--- config.mk ---
export PLATFORM = sky130hd
export DESIGN_NAME = sdram_burst_sched
export DESIGN_NICKNAME = d
export VERILOG_FILES = /design/src/rtl/sdram_burst_sched.sv
export SDC_FILE = /design/constraint.sdc
export NUM_CORES = 1
export LEC_CHECK = 0
export ABC_AREA = 1
export CAP_MARGIN = 20
export CORE_MARGIN = 3
export CORE_UTILIZATION = 45
export CTS_CLUSTER_SIZE = 14
export DETAILED_ROUTE_END_ITERATION = 12
export PLACE_DENSITY = 0.67
export SYNTH_ARGS = -nofsm -noshare
export SYNTH_HDL_FRONTEND = slang
export SYNTH_SLANG_ARGS = --single-unit
--- constraint.sdc ---
create_clock -name i_clk -period 2 [get_ports i_clk]
set_input_delay 0.2 -clock i_clk [delete_from_list [all_inputs] [get_ports i_clk]]
set_output_delay 0.2 -clock i_clk [all_outputs]
set_load 0.005 [all_outputs]
--- src/rtl/sdram_burst_sched.sv ---
// Burst scheduler for the SDRAM circular word buffer: picks write/read bursts from FIFO
// levels, owns the write/read pointers and buffer fill level, one command per ack handshake.
module sdram_burst_sched #(
  parameter int unsigned ADDR_W        = 22,
  parameter int unsigned BURST_LEN     = 4,
  parameter int unsigned WCNT_W        = 9,
  parameter int unsigned RCNT_W        = 9,
  parameter int unsigned RD_FIFO_DEPTH = 256
) (
  input  logic              i_clk,
  input  logic              i_rst,
  input  logic              i_sdram_init_done,
  input  logic [WCNT_W-1:0] i_wr_fifo_cnt,
  input  logic [RCNT_W-1:0] i_rd_fifo_cnt,
  input  logic              i_rd_en,
  input  logic              i_cmd_ack,
  output logic [1:0]        o_ctrl_cmd,
  output logic [ADDR_W-1:0] o_sys_addr,
  output logic [ADDR_W:0]   o_buf_level,
  output logic              o_buf_full,
  output logic              o_buf_empty,
  output logic              o_busy
);

  localparam int unsigned LVL_W = ADDR_W + 1;
  localparam logic [LVL_W-1:0]  BL_LVL   = LVL_W'(BURST_LEN);
  localparam logic [ADDR_W-1:0] BL_ADDR  = ADDR_W'(BURST_LEN);
  localparam logic [LVL_W-1:0]  FULL_THR = LVL_W'((64'd1 << ADDR_W) - 64'(BURST_LEN));

  localparam logic [1:0] S_IDLE = 2'd0;
  localparam logic [1:0] S_WR   = 2'd1;
  localparam logic [1:0] S_RD   = 2'd2;

  localparam logic [1:0] CMD_IDLE = 2'b00;
  localparam logic [1:0] CMD_WR   = 2'b01;
  localparam logic [1:0] CMD_RD   = 2'b10;

  logic [1:0]        r_state;
  logic [ADDR_W-1:0] r_wr_ptr;
  logic [ADDR_W-1:0] r_rd_ptr;
  logic              r_last_wr;
  logic              r_init_done;
  logic [WCNT_W-1:0] r_wr_cnt;
  logic [RCNT_W-1:0] r_rd_cnt;
  logic              r_rd_en;

  logic [1:0]        w_state_nxt;
  logic [1:0]        w_cmd_nxt;
  logic [ADDR_W-1:0] w_addr_nxt;
  logic [ADDR_W-1:0] w_wr_ptr_nxt;
  logic [ADDR_W-1:0] w_rd_ptr_nxt;
  logic [LVL_W-1:0]  w_level_nxt;
  logic              w_last_wr_nxt;
  logic              w_wr_ok;
  logic              w_rd_ok;

  // Eligibility works on the registered copies of the FIFO status inputs.
  always_comb begin
    w_wr_ok = r_init_done && (32'(r_wr_cnt) >= BURST_LEN) && !o_buf_full;
    w_rd_ok = r_init_done && r_rd_en && !o_buf_empty &&
              ((32'(r_rd_cnt) + BURST_LEN) <= RD_FIFO_DEPTH);
  end

  always_comb begin
    w_state_nxt   = r_state;
    w_cmd_nxt     = o_ctrl_cmd;
    w_addr_nxt    = o_sys_addr;
    w_wr_ptr_nxt  = r_wr_ptr;
    w_rd_ptr_nxt  = r_rd_ptr;
    w_level_nxt   = o_buf_level;
    w_last_wr_nxt = r_last_wr;
    case (r_state)
      S_IDLE: begin
        // When both are eligible, go opposite to the last completed op.
        if (w_wr_ok && (!w_rd_ok || !r_last_wr)) begin
          w_state_nxt = S_WR;
          w_cmd_nxt   = CMD_WR;
          w_addr_nxt  = r_wr_ptr;
        end else if (w_rd_ok) begin
          w_state_nxt = S_RD;
          w_cmd_nxt   = CMD_RD;
          w_addr_nxt  = r_rd_ptr;
        end
      end
      S_WR: begin
        if (i_cmd_ack) begin
          w_state_nxt   = S_IDLE;
          w_cmd_nxt     = CMD_IDLE;
          w_wr_ptr_nxt  = r_wr_ptr + BL_ADDR;
          w_level_nxt   = o_buf_level + BL_LVL;
          w_last_wr_nxt = 1'b1;
        end
      end
      S_RD: begin
        if (i_cmd_ack) begin
          w_state_nxt   = S_IDLE;
          w_cmd_nxt     = CMD_IDLE;
          w_rd_ptr_nxt  = r_rd_ptr + BL_ADDR;
          w_level_nxt   = o_buf_level - BL_LVL;
          w_last_wr_nxt = 1'b0;
        end
      end
      default: begin
        w_state_nxt = S_IDLE;
        w_cmd_nxt   = CMD_IDLE;
      end
    endcase
  end

  always_ff @(posedge i_clk) begin
    if (i_rst) begin
      r_state     <= S_IDLE;
      o_ctrl_cmd  <= CMD_IDLE;
      o_sys_addr  <= '0;
      r_wr_ptr    <= '0;
      r_rd_ptr    <= '0;
      o_buf_level <= '0;
      r_last_wr   <= 1'b0;
      o_buf_full  <= 1'b0;
      o_buf_empty <= 1'b1;
      o_busy      <= 1'b0;
      r_init_done <= 1'b0;
      r_wr_cnt    <= '0;
      r_rd_cnt    <= '0;
      r_rd_en     <= 1'b0;
    end else begin
      r_state     <= w_state_nxt;
      o_ctrl_cmd  <= w_cmd_nxt;
      o_sys_addr  <= w_addr_nxt;
      r_wr_ptr    <= w_wr_ptr_nxt;
      r_rd_ptr    <= w_rd_ptr_nxt;
      o_buf_level <= w_level_nxt;
      r_last_wr   <= w_last_wr_nxt;
      o_buf_full  <= (w_level_nxt > FULL_THR);
      o_buf_empty <= (w_level_nxt < BL_LVL);
      o_busy      <= (w_state_nxt != S_IDLE);
      r_init_done <= i_sdram_init_done;
      r_wr_cnt    <= i_wr_fifo_cnt;
      r_rd_cnt    <= i_rd_fifo_cnt;
      r_rd_en     <= i_rd_en;
    end
  end

endmodule

==> flow_results.xml <==
<?xml version="1.0" encoding="UTF-8"?>
<metrics>
  <group name="place">
    <metric name="dp_slack" unit="ns">-0.190</metric>
    <metric name="io_buffer_count" unit="">66</metric>
    <metric name="dp_hpwl" unit="mm">11.7</metric>
    <metric name="gp_congestion" unit="">0.908</metric>
  </group>
  <group name="clock_tree">
    <metric name="cts.reportedPaths.clkPinSlew" unit="ns">0.07</metric>
    <metric name="cts.path.max_buffers" unit="">2</metric>
    <metric name="cts_tree" unit="">built</metric>
    <metric name="worst_skew_pair.late_latency" unit="ns">0.35</metric>
    <metric name="cts.htree.levels" unit="">3</metric>
    <metric name="cts_sinks" unit="">107</metric>
    <metric name="root_buffer" unit="">sky130_fd_sc_hd__clkbuf_16</metric>
    <metric name="numCtsBuffers" unit="">9</metric>
  </group>
  <group name="floorplanning">
    <metric name="chipWidth" unit="µm">120</metric>
    <metric name="row_count" unit="">41</metric>
    <metric name="initial_util" unit="%">46.3</metric>
    <metric name="core" unit="µm²">12700</metric>
    <metric name="io_pins" unit="">73</metric>
    <metric name="die-height" unit="µm">120</metric>
    <metric name="fp.dieArea" unit="µm²">14400</metric>
  </group>
  <group name="timing">
    <metric name="slew_headroom" unit="%">59.9</metric>
    <metric name="worst_pin_slew" unit="ns">0.602</metric>
    <metric name="finalSetupViolCount" unit="">0</metric>
    <metric name="rsz0062_at_grt" unit="">true</metric>
    <metric name="worst_clock_skew" unit="ns">0.00485</metric>
    <metric name="finalHoldViolCount" unit="">0</metric>
    <metric name="timing.final.crit_share" unit="%">96.1</metric>
    <metric name="pins_over_slew_limit" unit="">0</metric>
    <metric name="timing.final.crit_period" unit="ns">1.92</metric>
    <metric name="final_sum_of_negative_setup_slack" unit="ns">0</metric>
    <metric name="setup_ws" unit="ns">0.0776</metric>
    <metric name="timing.hold.ws" unit="ns">0.354</metric>
    <metric name="achievable-frequency" unit="GHz">0.520</metric>
  </group>
  <group name="yosys">
    <metric name="synth_cell_type_count" unit="">38</metric>
    <metric name="synth_edf_count" unit="">0</metric>
    <metric name="seq_area_frac_synth" unit="%">36.5</metric>
    <metric name="syn_avg_cell_area" unit="µm²">6.36</metric>
    <metric name="synth_top_flop_cell" unit="">sky130_fd_sc_hd__dfxtp_1</metric>
    <metric name="synthCells" unit="">921</metric>
    <metric name="synthArstFlopShare" unit="%">0</metric>
    <metric name="netlist_area" unit="µm²">5860</metric>
    <metric name="number_of_warnings_reported_in_the_yosys_synthesis_log" unit="">0</metric>
    <metric name="ys_seq_elements" unit="">107</metric>
  </group>
  <group name="min_path">
    <metric name="whs_path_depth" unit="">3</metric>
    <metric name="timing.hold.worst.start" unit="">i_wr_fifo_cnt[7]</metric>
    <metric name="worstHoldEndpoint" unit="">r_wr_cnt[7]$_SDFF_PP0_</metric>
    <metric name="hp-class" unit="">input pin to flop</metric>
  </group>
  <group name="global_route">
    <metric name="grt_first_pass_wirelength" unit="mm">27.1</metric>
    <metric name="antenna_found_initial" unit="">0</metric>
    <metric name="grt_start_max_net_pins" unit="">54</metric>
    <metric name="gr-total-overflow" unit="">0</metric>
    <metric name="first_global_vias" unit="">5681</metric>
    <metric name="grt_use_total" unit="%">23.0</metric>
  </group>
  <group name="worst_setup_path">
    <metric name="critical-path-slowest-cell" unit="">sky130_fd_sc_hd__dfxtp_4</metric>
    <metric name="critical_path.startpoint" unit="">r_state[1]$_SDFF_PP0_</metric>
    <metric name="critical_path.max_fanout" unit="">5</metric>
    <metric name="start_kind" unit="">flop</metric>
    <metric name="timing.reg2reg.setup_slack" unit="ns">0.08</metric>
    <metric name="worst_r2r_path_depth" unit="">14</metric>
    <metric name="cp.required" unit="ns">2.29</metric>
    <metric name="critical-path-top-cell-by-count" unit="">sky130_fd_sc_hd__nand2_1</metric>
    <metric name="crit_path_cell_trace" unit="">buf_6 &gt; ha_4 &gt; buf_6 &gt; o211ai_1 &gt; nand3_2 &gt; nor2_2 &gt; nand2_1 &gt; nor2_2 &gt; nand2_2 &gt; nor2_2 &gt; nand2_1 &gt; nor2_1 &gt; nand2_1 &gt; nand2_1</metric>
    <metric name="max_stage_delay" unit="ns">0.36</metric>
    <metric name="timing.critical_path.arrival" unit="ns">2.22</metric>
    <metric name="ws_path_type" unit="">flop to flop</metric>
    <metric name="rr_startpoint" unit="">r_state[1]$_SDFF_PP0_</metric>
    <metric name="crit_path_end_kind" unit="">flop</metric>
    <metric name="rr_endpoint" unit="">o_buf_empty$_SDFF_PP1_</metric>
  </group>
  <group name="routing">
    <metric name="drtAntennaViolNets" unit="">0</metric>
    <metric name="drc_errors" unit="">0</metric>
    <metric name="post_drt_wl_per_cell" unit="µm">13.0</metric>
    <metric name="drt_iter0_markers" unit="">475</metric>
    <metric name="drt_total_wl" unit="mm">16.1</metric>
    <metric name="dr_total_vias" unit="">6162</metric>
    <metric name="detail_route.first_pass.iterations" unit="">5</metric>
    <metric name="routed_via_density" unit="">4.96</metric>
  </group>
  <group name="pwr">
    <metric name="post-layout-total-power" unit="W">0.00513</metric>
    <metric name="p_leak" unit="nW">3.48</metric>
    <metric name="powerDensity" unit="nW/µm²">649</metric>
    <metric name="peakVddDrop" unit="mV">0.600</metric>
  </group>
  <group name="flow_run">
    <metric name="maxCapViolations" unit="">0</metric>
  </group>
  <group name="cells_and_area">
    <metric name="area_overhead_vs_synth" unit="%">34.8</metric>
    <metric name="drive_above_1_share" unit="%">19.1</metric>
    <metric name="antenna-diode-count" unit="">0</metric>
    <metric name="nNetsFinal" unit="">1096</metric>
  </group>
  <group name="run_status">
    <metric name="result_of_the_run" unit="">complete, no violations</metric>
  </group>
</metrics>
[kinds of logic after synthesis]
logic type,count (synthesis),synth area share (%)
flip-flops,107,36.5
AND/OR/NAND/NOR,496,37.2
adder cells (fa/ha/maj),8,1.71
other,1,0.0640
buffers and inverters,156,11.0
XOR/XNOR,2,0.299
AO/OA/AOI/OAI,151,13.3
[Yosys cell counts, types with 3 or more instances]
master                     instances  area (µm²)
sky130_fd_sc_hd__nor3_2            3        30.0
sky130_fd_sc_hd__nor2_2           10        62.6
sky130_fd_sc_hd__ha_1              8         100
sky130_fd_sc_hd__dfxtp_1         107        2140
sky130_fd_sc_hd__nand2_2           5        31.3
sky130_fd_sc_hd__o22ai_1           3        18.8
sky130_fd_sc_hd__clkbuf_1         20        75.1
sky130_fd_sc_hd__nor3_1           17        85.1
sky130_fd_sc_hd__o21ai_1           3        15.0
sky130_fd_sc_hd__nand2_1         198         743
sky130_fd_sc_hd__buf_2             6        30.0
sky130_fd_sc_hd__nand4_1          20         125
sky130_fd_sc_hd__nand3_1          85         425
sky130_fd_sc_hd__o21ai_0          75         375
sky130_fd_sc_hd__a21oi_1          63         315
sky130_fd_sc_hd__buf_6             4        45.0
sky130_fd_sc_hd__buf_4             5        37.5
sky130_fd_sc_hd__inv_1           116         435
sky130_fd_sc_hd__nor2_1          146         548
sky130_fd_sc_hd__buf_1             4        15.0
[cell type report]
type / instances / area [µm²]
sequential: 107 / 2170
multi-input combinational: 661 / 3270
clock buffer: 11 / 253
fill: 1222 / 4770
timing repair buffer: 169 / 1500
inverter: 117 / 449
clock inverter: 5 / 46.3
tap: 172 / 215
[how the worst max path moves through the flow]
stage / to / cells past startpoint
after floorplan: o_buf_empty$_SDFF_PP1_ / 13
after global placement: r_wr_ptr[20]$_SDFFE_PP0P_ / 12
after detailed placement: r_wr_ptr[20]$_SDFFE_PP0P_ / 12
after CTS: r_rd_ptr[20]$_SDFFE_PP0P_ / 14
after global routing: o_buf_empty$_SDFF_PP1_ / 17
final: o_buf_empty$_SDFF_PP1_ / 14
[power by group]
part / leakage [nW] / internal [W] / switching [W] / total, W
logic: 2.46 / 0.000493 / 0.000561 / 0.00105
registers: 0.880 / 0.00222 / 0.0000770 / 0.00230
clock network: 0.145 / 0.000929 / 0.000845 / 0.00177
total: 3.48 / 0.00365 / 0.00148 / 0.00513
[routing by layer]
layer  track usage [%]  vias to the layer above  wire, µm
li1                  -                     3256         -
met1              32.9                     2739      7710
met2              36.2                      155      7290
met3              3.91                       12       928
met4              5.51                        0       197
met5                 0                        -         0
[sequential cells by signal, summed over array words and instances, names as in the netlist]
signal and count:
o_buf_full 1, o_ctrl_cmd 2, o_buf_level 21, r_rd_cnt 9, r_rd_en 1, r_wr_ptr 20
r_rd_ptr 20, o_sys_addr 20, o_buf_empty 1, r_state 2, r_last_wr 1, r_init_done 1
o_busy 1, r_wr_cnt 7
[cell usage in the layout, fill, tap and decap left out, types with 20 or more instances in the layout]
cell type,instances
sky130_fd_sc_hd__nand2_1,188
sky130_fd_sc_hd__a21oi_1,61
sky130_fd_sc_hd__buf_4,94
sky130_fd_sc_hd__inv_1,104
sky130_fd_sc_hd__nand3_1,80
sky130_fd_sc_hd__dfxtp_1,94
sky130_fd_sc_hd__nand4_1,20
sky130_fd_sc_hd__o21ai_0,71
sky130_fd_sc_hd__clkdlybuf4s50_1,65
sky130_fd_sc_hd__nor2_1,138
[repair_timing]
item | 4_1_cts | 5_1_grt
resized for setup | 13 | 74
pin swaps | 2 | 25
setup buffers | 0 | 6
gates cloned | 0 | 1
setup endpoints to repair | 3 | 10
hold buffers | 0 | 0
[per-stage QoR]
stage               cell area [µm²]  cells  util [%]
floorplan                      5870    924         -
global placement               7290   1219      57.5
detailed placement             7290   1219      57.5
CTS                            7640   1235      60.3
global route                   7900   1242      62.3
finish                         7900   1242      62.3
[critical path: cells and delay by family (launching register included)]
kind / cells / cell delay (ns)
adders and majority gates: 1 / 0.17
and+or+nand+nor: 10 / 0.86
buffers and inverters: 2 / 0.25
AOI/OAI and AO/OA: 1 / 0.23
DFF: 1 / 0.36
(Power assumes the default switching activity.)
